--- src/rtl/axi4_s_bus_rd_fifos_cr_pkg.sv ---
// Shared types and helpers for the AXI4 slave read-channel buffer.
// Payload struct widths follow the package defaults, which the top-level parameters default to.
package axi4_s_bus_rd_fifos_cr_pkg;

  localparam int AXI_A = 32;
  localparam int AXI_N = 8;
  localparam int AXI_I = 1;

  typedef struct packed {
    logic [AXI_I-1:0] id;
    logic [AXI_A-1:0] addr;
    logic [7:0]       len;
  } ar_t;

  typedef struct packed {
    logic [AXI_I-1:0]   id;
    logic [8*AXI_N-1:0] data;
    logic               last;
    logic [1:0]         resp;
  } r_t;

  // Beats a burst reserves: arlen+1 without wrap, capped at the R FIFO depth.
  function automatic int unsigned beats_need(input logic [7:0] len, input int unsigned depth);
    int unsigned beats;
    beats = 32'(len) + 32'd1;
    return (beats > depth) ? depth : beats;
  endfunction

endpackage

--- src/rtl/axi4_s_bus_rd_fifos_cr_if.sv ---
// Slave-side AXI4 AR/R channel bundle; the buffer uses the slave modport.
interface axi4_s_bus_rd_fifos_cr_if #(
  parameter int A = 32,
  parameter int N = 8,
  parameter int I = 1
);
  logic           arvalid;
  logic           arready;
  logic [I-1:0]   arid;
  logic [A-1:0]   araddr;
  logic [7:0]     arlen;
  logic           rvalid;
  logic           rready;
  logic [I-1:0]   rid;
  logic [8*N-1:0] rdata;
  logic           rlast;
  logic [1:0]     rresp;

  modport slave (
    input  arvalid, arid, araddr, arlen, rready,
    output arready, rvalid, rid, rdata, rlast, rresp
  );

  modport master (
    output arvalid, arid, araddr, arlen, rready,
    input  arready, rvalid, rid, rdata, rlast, rresp
  );
endinterface

--- src/rtl/axi4_s_bus_rd_fifos_cr_sync_fifo.sv ---
// Single-clock FIFO with extra-MSB pointers; full is judged before any same-cycle pop.
module sync_fifo #(
  parameter int W = 8,
  parameter int D = 4
) (
  input  logic                   clk,
  input  logic                   reset,
  input  logic                   wr_en,
  input  logic [W-1:0]           din,
  input  logic                   rd_en,
  output logic [W-1:0]           dout,
  output logic                   full,
  output logic                   empty,
  output logic [$clog2(D+1)-1:0] count
);
  localparam int PW = $clog2(D);
  localparam int CW = $clog2(D+1);

  logic [PW:0]  wp;
  logic [PW:0]  rp;
  logic [W-1:0] mem [D];
  logic         push;
  logic         pop;

  assign empty = (wp == rp);
  assign full  = (wp[PW] != rp[PW]) && (wp[PW-1:0] == rp[PW-1:0]);
  assign count = CW'(wp - rp);
  assign push  = wr_en && !full;
  assign pop   = rd_en && !empty;
  assign dout  = mem[rp[PW-1:0]];

  always_ff @(posedge clk) begin
    if (reset) begin
      wp <= '0;
      rp <= '0;
    end else begin
      if (push) wp <= wp + 1'b1;
      if (pop)  rp <= rp + 1'b1;
    end
  end

  always_ff @(posedge clk) begin
    if (push) mem[wp[PW-1:0]] <= din;
  end

endmodule

--- src/rtl/axi4_s_bus_rd_fifos_cr.sv ---
// AXI4 slave read-channel buffer: AR and R FIFOs plus burst-credit admission so
// backend R writes for accepted bursts always have room.
module axi4_s_bus_rd_fifos_cr
  import axi4_s_bus_rd_fifos_cr_pkg::*;
#(
  parameter int A    = AXI_A,
  parameter int N    = AXI_N,
  parameter int I    = AXI_I,
  parameter int AR_D = 4,
  parameter int R_D  = 16
) (
  input  logic                      clk,
  input  logic                      reset,
  axi4_s_bus_rd_fifos_cr_if.slave   s_axi,
  input  logic                      ar_rd_en,
  output logic                      ar_rd_empty,
  output logic [I-1:0]              ar_rd_id,
  output logic [A-1:0]              ar_rd_addr,
  output logic [7:0]                ar_rd_len,
  input  logic                      r_wr_en,
  input  logic [I-1:0]              r_wr_id,
  input  logic [8*N-1:0]            r_wr_data,
  input  logic                      r_wr_last,
  input  logic [1:0]                r_wr_resp,
  output logic [$clog2(AR_D+1)-1:0] ar_count,
  output logic [$clog2(R_D+1)-1:0]  r_count,
  output logic [$clog2(R_D+1)-1:0]  credits,
  output logic                      len_err,
  output logic                      r_ovf
);
  localparam int CW = $clog2(R_D+1);

  ar_t           ar_in;
  ar_t           ar_out;
  r_t            r_in;
  r_t            r_out;
  logic          ar_full;
  logic          r_full;
  logic          r_empty;
  logic          arready_i;
  logic          ar_hs;
  logic          r_hs;
  logic          oversize;
  logic [CW-1:0] need;
  logic [CW-1:0] credits_q;
  logic [CW-1:0] credits_nxt;
  logic [CW:0]   credits_sum;

  assign ar_in.id   = s_axi.arid;
  assign ar_in.addr = s_axi.araddr;
  assign ar_in.len  = s_axi.arlen;

  assign r_in.id   = r_wr_id;
  assign r_in.data = r_wr_data;
  assign r_in.last = r_wr_last;
  assign r_in.resp = r_wr_resp;

  assign need     = CW'(beats_need(s_axi.arlen, R_D));
  assign oversize = (32'(s_axi.arlen) + 32'd1) > 32'(R_D);

  // Admission looks only at registered credits; a same-cycle release helps next cycle.
  assign arready_i = !reset && !ar_full && (credits_q >= need);
  assign ar_hs     = s_axi.arvalid && arready_i;
  assign r_hs      = !r_empty && s_axi.rready;

  always_comb begin
    credits_sum = {1'b0, credits_q};
    if (ar_hs) credits_sum = credits_sum - {1'b0, need};
    if (r_hs)  credits_sum = credits_sum + 1'b1;
    credits_nxt = (credits_sum > (CW+1)'(R_D)) ? CW'(R_D) : credits_sum[CW-1:0];
  end

  always_ff @(posedge clk) begin
    if (reset) begin
      credits_q <= CW'(R_D);
      len_err   <= 1'b0;
      r_ovf     <= 1'b0;
    end else begin
      credits_q <= credits_nxt;
      if (ar_hs && oversize) len_err <= 1'b1;
      if (r_wr_en && r_full) r_ovf   <= 1'b1;
    end
  end

  sync_fifo #(.W($bits(ar_t)), .D(AR_D)) u_ar_fifo (
    .clk   (clk),
    .reset (reset),
    .wr_en (ar_hs),
    .din   (ar_in),
    .rd_en (ar_rd_en),
    .dout  (ar_out),
    .full  (ar_full),
    .empty (ar_rd_empty),
    .count (ar_count)
  );

  sync_fifo #(.W($bits(r_t)), .D(R_D)) u_r_fifo (
    .clk   (clk),
    .reset (reset),
    .wr_en (r_wr_en),
    .din   (r_in),
    .rd_en (s_axi.rready),
    .dout  (r_out),
    .full  (r_full),
    .empty (r_empty),
    .count (r_count)
  );

  assign s_axi.arready = arready_i;
  assign s_axi.rvalid  = !r_empty;
  assign s_axi.rid     = r_out.id;
  assign s_axi.rdata   = r_out.data;
  assign s_axi.rlast   = r_out.last;
  assign s_axi.rresp   = r_out.resp;

  assign ar_rd_id   = ar_out.id;
  assign ar_rd_addr = ar_out.addr;
  assign ar_rd_len  = ar_out.len;
  assign credits    = credits_q;

endmodule

--- src/flat_wrapper.sv ---
// flat-port wrapper written by rule: the top's interface ports become plain ports
module axi4_s_bus_rd_fifos_cr_flat import axi4_s_bus_rd_fifos_cr_pkg::*;
#(
  parameter int A    = AXI_A,
  parameter int N    = AXI_N,
  parameter int I    = AXI_I,
  parameter int AR_D = 4,
  parameter int R_D  = 16
)
  (clk, reset, ar_rd_en, ar_rd_empty, ar_rd_id, ar_rd_addr, ar_rd_len, r_wr_en, r_wr_id, r_wr_data, r_wr_last, r_wr_resp, ar_count, r_count, credits, len_err, r_ovf, s_axi_arvalid, s_axi_arid, s_axi_araddr, s_axi_arlen, s_axi_rready, s_axi_arready, s_axi_rvalid, s_axi_rid, s_axi_rdata, s_axi_rlast, s_axi_rresp);
  axi4_s_bus_rd_fifos_cr_if #(.A(A), .N(N), .I(I)) s_axi_i ();
  input  logic clk;
  input  logic reset;
  input  logic ar_rd_en;
  output logic ar_rd_empty;
  output logic [I-1:0] ar_rd_id;
  output logic [A-1:0] ar_rd_addr;
  output logic [7:0] ar_rd_len;
  input  logic r_wr_en;
  input  logic [I-1:0] r_wr_id;
  input  logic [8*N-1:0] r_wr_data;
  input  logic r_wr_last;
  input  logic [1:0] r_wr_resp;
  output logic [$clog2(AR_D+1)-1:0] ar_count;
  output logic [$clog2(R_D+1)-1:0] r_count;
  output logic [$clog2(R_D+1)-1:0] credits;
  output logic len_err;
  output logic r_ovf;
  input wire logic [$bits(s_axi_i.arvalid)-1:0] s_axi_arvalid;
  input wire logic [$bits(s_axi_i.arid)-1:0] s_axi_arid;
  input wire logic [$bits(s_axi_i.araddr)-1:0] s_axi_araddr;
  input wire logic [$bits(s_axi_i.arlen)-1:0] s_axi_arlen;
  input wire logic [$bits(s_axi_i.rready)-1:0] s_axi_rready;
  output wire logic [$bits(s_axi_i.arready)-1:0] s_axi_arready;
  output wire logic [$bits(s_axi_i.rvalid)-1:0] s_axi_rvalid;
  output wire logic [$bits(s_axi_i.rid)-1:0] s_axi_rid;
  output wire logic [$bits(s_axi_i.rdata)-1:0] s_axi_rdata;
  output wire logic [$bits(s_axi_i.rlast)-1:0] s_axi_rlast;
  output wire logic [$bits(s_axi_i.rresp)-1:0] s_axi_rresp;
  assign s_axi_i.arvalid = s_axi_arvalid;
  assign s_axi_i.arid = s_axi_arid;
  assign s_axi_i.araddr = s_axi_araddr;
  assign s_axi_i.arlen = s_axi_arlen;
  assign s_axi_i.rready = s_axi_rready;
  assign s_axi_arready = s_axi_i.arready;
  assign s_axi_rvalid = s_axi_i.rvalid;
  assign s_axi_rid = s_axi_i.rid;
  assign s_axi_rdata = s_axi_i.rdata;
  assign s_axi_rlast = s_axi_i.rlast;
  assign s_axi_rresp = s_axi_i.rresp;
  axi4_s_bus_rd_fifos_cr #(.A(A), .N(N), .I(I), .AR_D(AR_D), .R_D(R_D)) u_core (.clk(clk), .reset(reset), .s_axi(s_axi_i), .ar_rd_en(ar_rd_en), .ar_rd_empty(ar_rd_empty), .ar_rd_id(ar_rd_id), .ar_rd_addr(ar_rd_addr), .ar_rd_len(ar_rd_len), .r_wr_en(r_wr_en), .r_wr_id(r_wr_id), .r_wr_data(r_wr_data), .r_wr_last(r_wr_last), .r_wr_resp(r_wr_resp), .ar_count(ar_count), .r_count(r_count), .credits(credits), .len_err(len_err), .r_ovf(r_ovf));
endmodule
--- config.mk ---
export PLATFORM = sky130hd
export DESIGN_NAME = axi4_s_bus_rd_fifos_cr_flat
export DESIGN_NICKNAME = d
export VERILOG_FILES = /design/src/rtl/axi4_s_bus_rd_fifos_cr_pkg.sv /design/src/rtl/axi4_s_bus_rd_fifos_cr_if.sv /design/src/rtl/axi4_s_bus_rd_fifos_cr_sync_fifo.sv /design/src/rtl/axi4_s_bus_rd_fifos_cr.sv /design/src/flat_wrapper.sv
export SDC_FILE = /design/constraint.sdc
export NUM_CORES = 1
export LEC_CHECK = 0
export CAP_MARGIN = 20
export CORE_MARGIN = 1
export CORE_UTILIZATION = 30
export CTS_BUF_LIST = sky130_fd_sc_hd__clkbuf_8
export CTS_CLUSTER_SIZE = 30
export DETAILED_ROUTE_END_ITERATION = 7
export PLACE_DENSITY = 0.52
export SYNTH_ARGS = -nofsm -noshare
export SYNTH_HDL_FRONTEND = slang
export SYNTH_SLANG_ARGS = --single-unit
--- constraint.sdc ---
create_clock -name clk -period 7.7 [get_ports clk]
set_input_delay 1.54 -clock clk [delete_from_list [all_inputs] [get_ports clk]]
set_output_delay 1.54 -clock clk [all_outputs]
set_load 0.02 [all_outputs]
==> results of run 1 <==
==> power by group through the flow <==
stage | Combinational (mW) | Clock [mW] | Sequential (mW)
6_report | 2.30 | 5.48 | 7.87
5_1_grt | 2.47 | 5.92 | 7.89
4_1_cts | 2.35 | 5.65 | 7.88
3_5_place_dp | 2.35 | 0 | 8.03
3_3_place_gp | 2.31 | 0 | 8.02
2_1_floorplan | 1.53 | 0 | 7.97
==> registers in the layout, indices dropped and copies added, names as in the netlist, named ones only <==
name                  count
u_core.u_r_fifo.rp        5
u_core.len_err            1
u_core.u_ar_fifo.wp       3
u_core.u_ar_fifo.mem    164
u_core.u_r_fifo.mem    1088
u_core.u_r_fifo.wp        5
u_core.r_ovf              1
u_core.u_ar_fifo.rp       3
u_core.credits            5
==> layout by cell type (no fill, tap or decap), types with 23 or more instances in the layout <==
| cell type | count |
|---|---|
| mux4_2 | 381 |
| inv_1 | 99 |
| clkdlybuf4s50_1 | 241 |
| nor2_1 | 28 |
| dfxtp_1 | 23 |
| clkinv_1 | 53 |
| edfxtp_1 | 1252 |
| clkbuf_8 | 209 |
| buf_4 | 40 |
| ha_1 | 24 |
==> synth_stat cells, drive strengths merged, types with 2 or more instances <==
cell type and count:
a21o 4, a21oi 18, and2 4, and3 3
and4 3, buf 55, clkbuf 38, dfxtp 29
edfxtp 1252, fa 3, ha 24, inv 24
mux2i 4, mux4 381, nand2 21, nand2b 6
nand3 7, nand4 7, nor2 40, nor2b 4
nor3 5, nor4 4, o211ai 2, o21ai 4
xnor2 19, xor2 9
==> through the flow <==
stage | instances | setup WS (ps) | total power, mW | util | area, µm²
finish | 4726 | 755.0 | 15.65 | 0.3603 | 57980
global route | 4723 | 450.5 | 16.28 | 0.3602 | 57970
CTS | 4719 | 776.6 | 15.89 | 0.3600 | 57940
detailed placement | 4341 | 793.5 | 10.37 | 0.3360 | 54080
global placement | 4341 | 834.2 | 10.33 | 0.3360 | 54080
floorplan | 1982 | 555.0 | 9.492 | - | 48770
==> kinds of logic (layout without fill, tap and decap cells) <==
| family | count (synthesis) | count (layout) | synth area share |
|---|---|---|---|
| AO/OA/AOI/OAI | 36 | 36 | 0.005285 |
| XOR/XNOR | 28 | 28 | 0.005336 |
| adder cells (fa/ha/maj) | 27 | 27 | 0.007389 |
| buffers and inverters | 117 | 695 | 0.01129 |
| flip-flops | 1281 | 1281 | 0.7828 |
| multiplexers | 386 | 386 | 0.1771 |
| other | 0 | 6 | 0 |
| AND/OR/NAND/NOR | 107 | 107 | 0.01085 |
==> final timing paths <==
check / to / cells past startpoint / slack, ps / startpoint
worst max-delay path: s_axi_arready / 15 / 750 / s_axi_arlen[0]
worst min-delay path: u_core.r_ovf / 2 / 490 / u_core.r_ovf
worst max register to register: u_core.u_r_fifo.mem[15][25] / 7 / 3480 / u_core.u_r_fifo.wp[2]
worst min register to register: u_core.r_ovf / 2 / 490 / u_core.r_ovf
==> worst reg2reg max path, cell delays in order (launching register included) <==
cell and delay [ps]:
dfxtp_1 610, ha_1 360, and4_1 240, nor2b_1 160, nor2b_1 550, nand2_1 420
nor2_4 830, buf_4 640
==> area by class of cell <==
class / count / share of cell area
Antenna cell: 6 / 0.0002590
Clock buffer: 209 / 0.04961
Clock inverter: 169 / 0.01707
Inverter: 24 / 0.001554
Multi-Input combinational cell: 584 / 0.1752
Sequential cell: 1281 / 0.6588
Tap cell: 2160 / 0.04661
Timing Repair Buffer: 293 / 0.05093
==> metal layers <==
metal  routed length (µm)  up-vias
met4                 2293       26
met5                  171        -
met3                 7782      197
li1                     -     9386
met2                58330      649
met1                49280    11979
==> out/metrics.cfg, run 1 <==
[run_status]
outcome=finished clean

[die]
row_count=147
io_pins=242
dieArea_um2=164200
die_width_um=405.2
die_y_um=405.2
placeableCoreArea_um2=160900
start_util=0.3030

[worst_setup_path]
cp_max_fo=10
crit_type=in2out
critical_path.top_delay_family=buffers and inverters
worst_setup_path_end_kind=primary output
cpPeakStageDelay_ps=680
cp_num_buf_inv=3
startpoint_type=primary input
crit_slowest_cell=clkdlybuf4s50_1
arrival_ps=5410
crit_required_ps=6160
path_cells=clkdlybuf4s50_1, ha_1, and3_1, o21ai_0, o21ai_0, a311oi_1, nor4_2, nor2b_1, ha_1, inv_1, fa_1, a21oi_1, a2bb2oi_2, a211oi_1, clkdlybuf4s50_1

[placed_design]
place_congestion=0.7755
io_buffers=241
dpl.hpwl_um=61970

[grt]
busiest_layer=met2
overflow=0
grtUsageMet2=0.2382
grt_pass1_vias=23908
antenna_found_initial=25
grt_max_degree=160
gr-usage-met1=0.1824
use_met3=0.03958
grt_pass1_wl_um=168200
grt_use_total=0.1433

[cts]
post_cts_resized=0
clock_latency_ps=930
cts-root-buf=clkbuf_8
cts_buffers=205
cts_tree=yes
ctsHoldBuffers=0
cts_max_path_buffers=3
cts_setup_buffers=0
htreeDepth=4
cts.sinks=1281
cts.clk_slew.worst_paths_ps=60

[synth]
yosysTopAreaCellShare=0.7709
synth_cells=1982
seq_area_frac_synth=0.7828
synth-edff-count=1252
synth_area_leaders=edfxtp_1, mux4_2, dfxtp_1
synth.distinct_cells=47
synth_fp_nets=2124
ys_seq_elements=1281
avgSynthCellArea_um2=24.61
synth_warnings=0
yosys_most_used_dff=edfxtp_1
syn_area_um2=48770
netlist.top_cell.by_area=edfxtp_1
postSynth.asyncResetShare=0

[layout]
n_fill_cell=14650
synthToLayoutAreaGrowth_pct=18.88
regArea_um2=38190
nets=2531
drive_gt1_frac=0.2828
multi_input_area_um2=10160

[power_and_ir_drop]
comb_power_share=0.147
peakVddDrop_mv=0.1756
p_int_mw=11.71
leakage_nw=17.70
swShare=0.2516
seq_power_share=0.503
p_sw_mw=3.938
p_per_area_nw_per_um2=269.9
clockPowerShare=0.350

[timing]
finalSetupViolations=0
rsz0062_at_grt=false
final.min_clock_period_ps=6945
finalHoldViolCount=0
setup_tns_ps=0
hold_slack_ps=490.8
period_share=0.9019
relSlewSlack=0.1234
worst_clock_skew_ps=60.05
timing_worst_slew_pin_value_ps=1315
slew_viol_final=0
fmax_mhz=144.0

[route]
firstDrtPassIters=5
wl_um=117900
remaining_drc_errors=0
ant_nets=0
via_per_inst=4.705
drt_iter0_drc=1579
wl_per_cell_um=24.94
vias=22237

[flow_run]
max_cap_viol_count=0

[min_path]
min_path_type=reg2reg

Power figures use the tool's default switching activity.
==> inputs of run 2 (changes only) <==
--- a/config.mk
+++ b/config.mk
@@ -7,11 +7,11 @@
 export LEC_CHECK = 0
 export CAP_MARGIN = 20
 export CORE_MARGIN = 1
-export CORE_UTILIZATION = 30
+export CORE_UTILIZATION = 50
 export CTS_BUF_LIST = sky130_fd_sc_hd__clkbuf_8
 export CTS_CLUSTER_SIZE = 30
 export DETAILED_ROUTE_END_ITERATION = 7
-export PLACE_DENSITY = 0.52
+export PLACE_DENSITY = 0.74
 export SYNTH_ARGS = -nofsm -noshare
 export SYNTH_HDL_FRONTEND = slang
 export SYNTH_SLANG_ARGS = --single-unit
==> out/metrics.cfg, run 2 (synthesized netlist as in run 1, its figures left out) <==
[timing]
relSlewSlack=0.2125
finalHoldViolCount=0
slew_viol_final=0
timing_worst_slew_pin_value_ps=1181
hold_slack_ps=493.9
worst_clock_skew_ps=42.15
finalSetupViolations=0
setup_tns_ps=0
period_share=0.8933
fmax_mhz=145.4
final.min_clock_period_ps=6878
rsz0062_at_grt=false

[placed_design]
place_area_um2=52870
place_inst=3444
dpl.hpwl_um=52850
place_congestion=0.7892
io_buffers=241

[worst_setup_path]
path_cells=clkdlybuf4s50_1, ha_1, and3_1, o21ai_0, o21ai_0, a311oi_1, nor4_2, nor2b_1, ha_1, inv_1, fa_1, a21oi_1, a2bb2oi_2, a211oi_1, clkdlybuf4s50_1
crit_slowest_cell=clkdlybuf4s50_1
crit_type=in2out
worst_setup_path_end_kind=primary output
arrival_ps=5340
cpPeakStageDelay_ps=650
critical_path.top_delay_family=buffers and inverters
crit_required_ps=6160
critPathLaunch=s_axi_arlen[0]
r2r_start=u_core.u_r_fifo.wp[2]
cp_max_fo=10
startpoint_type=primary input
cp_num_buf_inv=3

[layout]
largest_reg_flops=1088
final_common_cell=edfxtp_1
finalNonFillerCells=3812
n_fill_cell=6742
final_area_um2=56530
nets=2510
regArea_um2=38190
mostFrequentLayoutCells=edfxtp_1, mux4_2, clkdlybuf4s50_1
drive_gt1_frac=0.2787
multi_input_area_um2=10160
synthToLayoutAreaGrowth_pct=15.90

[route]
drt_iter0_drc=2098
firstDrtPassIters=5
wl_per_cell_um=27.07
via_per_inst=5.853
remaining_drc_errors=0
wl_um=103200
ant_nets=0
vias=22311

[grt]
grt_max_degree=169
grt_pass1_wl_um=151200
antenna_found_initial=15
grt_pass1_vias=23364
grt_use_total=0.2126
overflow=0

[cts]
clock_latency_ps=870
post_cts_resized=0
cts.clk_slew.worst_paths_ps=50
cts_setup_buffers=0
cts_max_path_buffers=3
ctsHoldBuffers=0
cts_buffers=195
cts.sinks=1281
cts-root-buf=clkbuf_8
htreeDepth=4
cts_tree=yes

[power_and_ir_drop]
leakage_nw=17.48
peakVddDrop_mv=0.1901
p_per_area_nw_per_um2=269.1

[min_path]
min_from=u_core.r_ovf
min_path_type=reg2reg

[die]
die_width_um=314.3
placeableCoreArea_um2=96710
die_y_um=314.3
dieArea_um2=98790
row_count=114
io_pins=242
start_util=0.5043

[flow_run]
max_cap_viol_count=0

[run_status]
outcome=finished clean

-- run 2: changes by cell type in the layout (fill, tap and decap cells not counted), moves of 2 or more --
cell	delta
inv_1	-7
buf_12	+2
clkinv_8	+2
clkbuf_8	-12
diode_2	+4
buf_4	-13
clkinv_1	-8
inv_12	-2
inv_6	+4
inv_16	-2
bufinv_16	-2
clkinv_2	+6
-- run 2: path summary, 6_finish.rpt --
path	cells past startpoint	to	slack, ps
max	15	s_axi_arready	820
min	2	u_core.r_ovf	490
max reg2reg	8	u_core.u_r_fifo.mem[9][49]	3630
min reg2reg	2	u_core.r_ovf	490
-- run 2: where the power goes --
part	switching [mW]	total [mW]	internal, mW
combinational	1.10	2.27	1.17
sequential	0.0614	7.84	7.78
clock	2.55	5.10	2.54
-- run 2: worst register-to-register path, stage by stage, from the launching register on --
cell	delay, ps
dfxtp_1	600
ha_1	360
and4_1	230
nor2b_1	150
nor2b_1	490
nand2_1	370
nor2_4	170
buf_4	610
buf_4	690
-- run 2: metal layers --
| metal | up-vias | global-route usage | routed length [µm] |
|---|---|---|---|
| met5 | - | 0 | 115 |
| met4 | 20 | 0.06851 | 2259 |
| met3 | 165 | 0.05481 | 8510 |
| met2 | 924 | 0.3466 | 51730 |
| met1 | 11877 | 0.2820 | 40570 |
| li1 | 9325 | - | - |
-- run 2: metrics by stage --
step | power [mW] | setup slack [ps] | util
finish | 15.21 | 821.6 | 0.5845
floorplan | 9.492 | 555.0 | -
detailed placement | 10.29 | 843.0 | 0.5467
global route | 15.78 | 577.7 | 0.5845
CTS | 15.36 | 832.0 | 0.5836
global placement | 10.25 | 929.6 | 0.5467
-- run 2: final cells by class --
class | instances | share of cell area
antenna | 10 | 0.0004427
clock buffer | 197 | 0.04797
clock inverter | 158 | 0.01516
inverter | 24 | 0.001594
multi-input combinational | 584 | 0.1797
sequential | 1281 | 0.6757
tap | 1276 | 0.02824
timing repair buffer | 282 | 0.05122
==> inputs of run 3 (changes only) <==
--- a/config.mk
+++ b/config.mk
@@ -8,7 +8,7 @@
 export CAP_MARGIN = 20
 export CORE_MARGIN = 1
 export CORE_UTILIZATION = 50
-export CTS_BUF_LIST = sky130_fd_sc_hd__clkbuf_8
+export CTS_BUF_LIST = sky130_fd_sc_hd__clkbuf_16
 export CTS_CLUSTER_SIZE = 30
 export DETAILED_ROUTE_END_ITERATION = 7
 export PLACE_DENSITY = 0.74
==> out/metrics.cfg, run 3 (synthesized netlist as in run 1, its figures left out) <==
[run_status]
outcome=complete, but fails checks
failed_checks=max-slew violations

[worst_setup_path]
crit_required_ps=6160
arrival_ps=5410
cp_max_fo=10
worst_setup_path_end_kind=primary output
crit_type=in2out
startpoint_type=primary input

[cts]
clock_latency_ps=720
cts.clk_slew.worst_paths_ps=60
cts_max_path_buffers=3
cts_tree=yes
cts_setup_buffers=0
ctsHoldBuffers=0
post_cts_resized=0
htreeDepth=3
cts_buffers=120
cts.sinks=1281
cts-root-buf=clkbuf_16

[route]
via_per_inst=6.030
wl_um=105200
vias=22184
ant_nets=0
drt_iter0_drc=2302
wl_per_cell_um=28.60
remaining_drc_errors=0
firstDrtPassIters=7

[timing]
relSlewSlack=-0.05994
fmax_mhz=144.0
timing_worst_slew_pin_value_ps=1590
period_share=0.9020
setup_tns_ps=0
finalSetupViolations=0
finalHoldViolCount=0
rsz0062_at_grt=false
worst_clock_skew_ps=45.97
slew_viol_final=81
hold_slack_ps=495.4
final.min_clock_period_ps=6945

[power_and_ir_drop]
p_per_area_nw_per_um2=280.3
leakage_nw=17.41
peakVddDrop_mv=0.2078

[grt]
grt_use_total=0.2151
overflow=0
grt_pass1_wl_um=152900
grt_pass1_vias=22865
grt_max_degree=169
antenna_found_initial=17

[layout]
synthToLayoutAreaGrowth_pct=16.68
mostFrequentLayoutCells=edfxtp_1, mux4_2, clkdlybuf4s50_1
finalNonFillerCells=3679
final_common_cell=edfxtp_1
n_fill_cell=6617
drive_gt1_frac=0.2641
nets=2436
largest_reg_flops=1088

[die]
io_pins=242
placeableCoreArea_um2=96710
dieArea_um2=98790
start_util=0.5043
die_y_um=314.3
die_width_um=314.3
row_count=114

[placed_design]
io_buffers=241
dpl.hpwl_um=52850
place_congestion=0.7892
place_inst=3444

[min_path]
min_path_type=reg2reg

[flow_run]
max_cap_viol_count=0

==> run 3: cell types whose count changed in the layout (fill, tap and decap cells not counted), moves of 2 or more <==
cell / previous run / this run
bufinv_16: 4 / 14
clkbuf_16: 0 / 121
clkbuf_8: 197 / 0
clkinv_1: 45 / 26
clkinv_16: 0 / 3
clkinv_2: 27 / 22
clkinv_8: 3 / 1
clkinvlp_4: 2 / 4
inv_1: 92 / 50
inv_16: 2 / 0
inv_8: 2 / 0
==> run 3: critical path, stage by stage <==
cell and delay [ps]:
clkdlybuf4s50_1 670, ha_1 250, and3_1 160, o21ai_0 70, o21ai_0 120, a311oi_1 140, nor4_2 350, nor2b_1 210
ha_1 170, inv_1 60, fa_1 470, a21oi_1 210, a2bb2oi_2 270, a211oi_1 110, clkdlybuf4s50_1 590
==> run 3: worst paths after layout <==
path / endpoint / slack (ps) / depth (start not counted) / start
max reg2reg: u_core.u_r_fifo.mem[9][49] / 3640 / 8 / u_core.u_r_fifo.wp[2]
min: u_core.r_ovf / 500 / 2 / u_core.r_ovf
max: s_axi_arready / 750 / 15 / s_axi_arlen[0]
min reg2reg: u_core.r_ovf / 500 / 2 / u_core.r_ovf
==> run 3: layout make-up <==
| class | instances | area, µm² | share of cell area |
|---|---|---|---|
| sequential | 1281 | 38190 | 0.6712 |
| multi-input combinational | 584 | 10160 | 0.1785 |
| clock buffer | 121 | 3028 | 0.05321 |
| timing repair buffer | 283 | 2915 | 0.05123 |
| tap | 1276 | 1597 | 0.02806 |
| clock inverter | 100 | 897.1 | 0.01577 |
| inverter | 24 | 90.09 | 0.001583 |
| antenna | 10 | 25.02 | 0.0004398 |
==> run 3: layer usage <==
layer,wire length [µm],GRT usage,vias to the layer above,share of wire
met1,41390,0.2886,11937,0.39
met5,105,0,-,0.0010
met3,8256,0.05171,182,0.078
met4,2646,0.06397,18,0.025
li1,-,-,9149,-
met2,52830,0.3525,898,0.50
==> run 3: power by group <==
part | internal (mW) | total (mW) | leakage (nW) | switching, mW
registers | 7.78 | 7.84 | 11.6 | 0.0633
clock network | 3.32 | 5.82 | 2.01 | 2.50
logic | 1.17 | 2.29 | 3.85 | 1.12
total | 12.3 | 15.9 | 17.4 | 3.68
==> run 3: stage by stage <==
| step | power (mW) | utilization | cell area (µm²) | setup WS, ps |
|---|---|---|---|---|
| floorplan | 9.492 | - | 48770 | 555.0 |
| global placement | 10.25 | 0.5467 | 52870 | 929.6 |
| detailed placement | 10.29 | 0.5467 | 52870 | 843.0 |
| CTS | 16.09 | 0.5873 | 56800 | 798.3 |
| global route | 16.46 | 0.5883 | 56900 | 514.4 |
| finish | 15.95 | 0.5884 | 56900 | 754.6 |
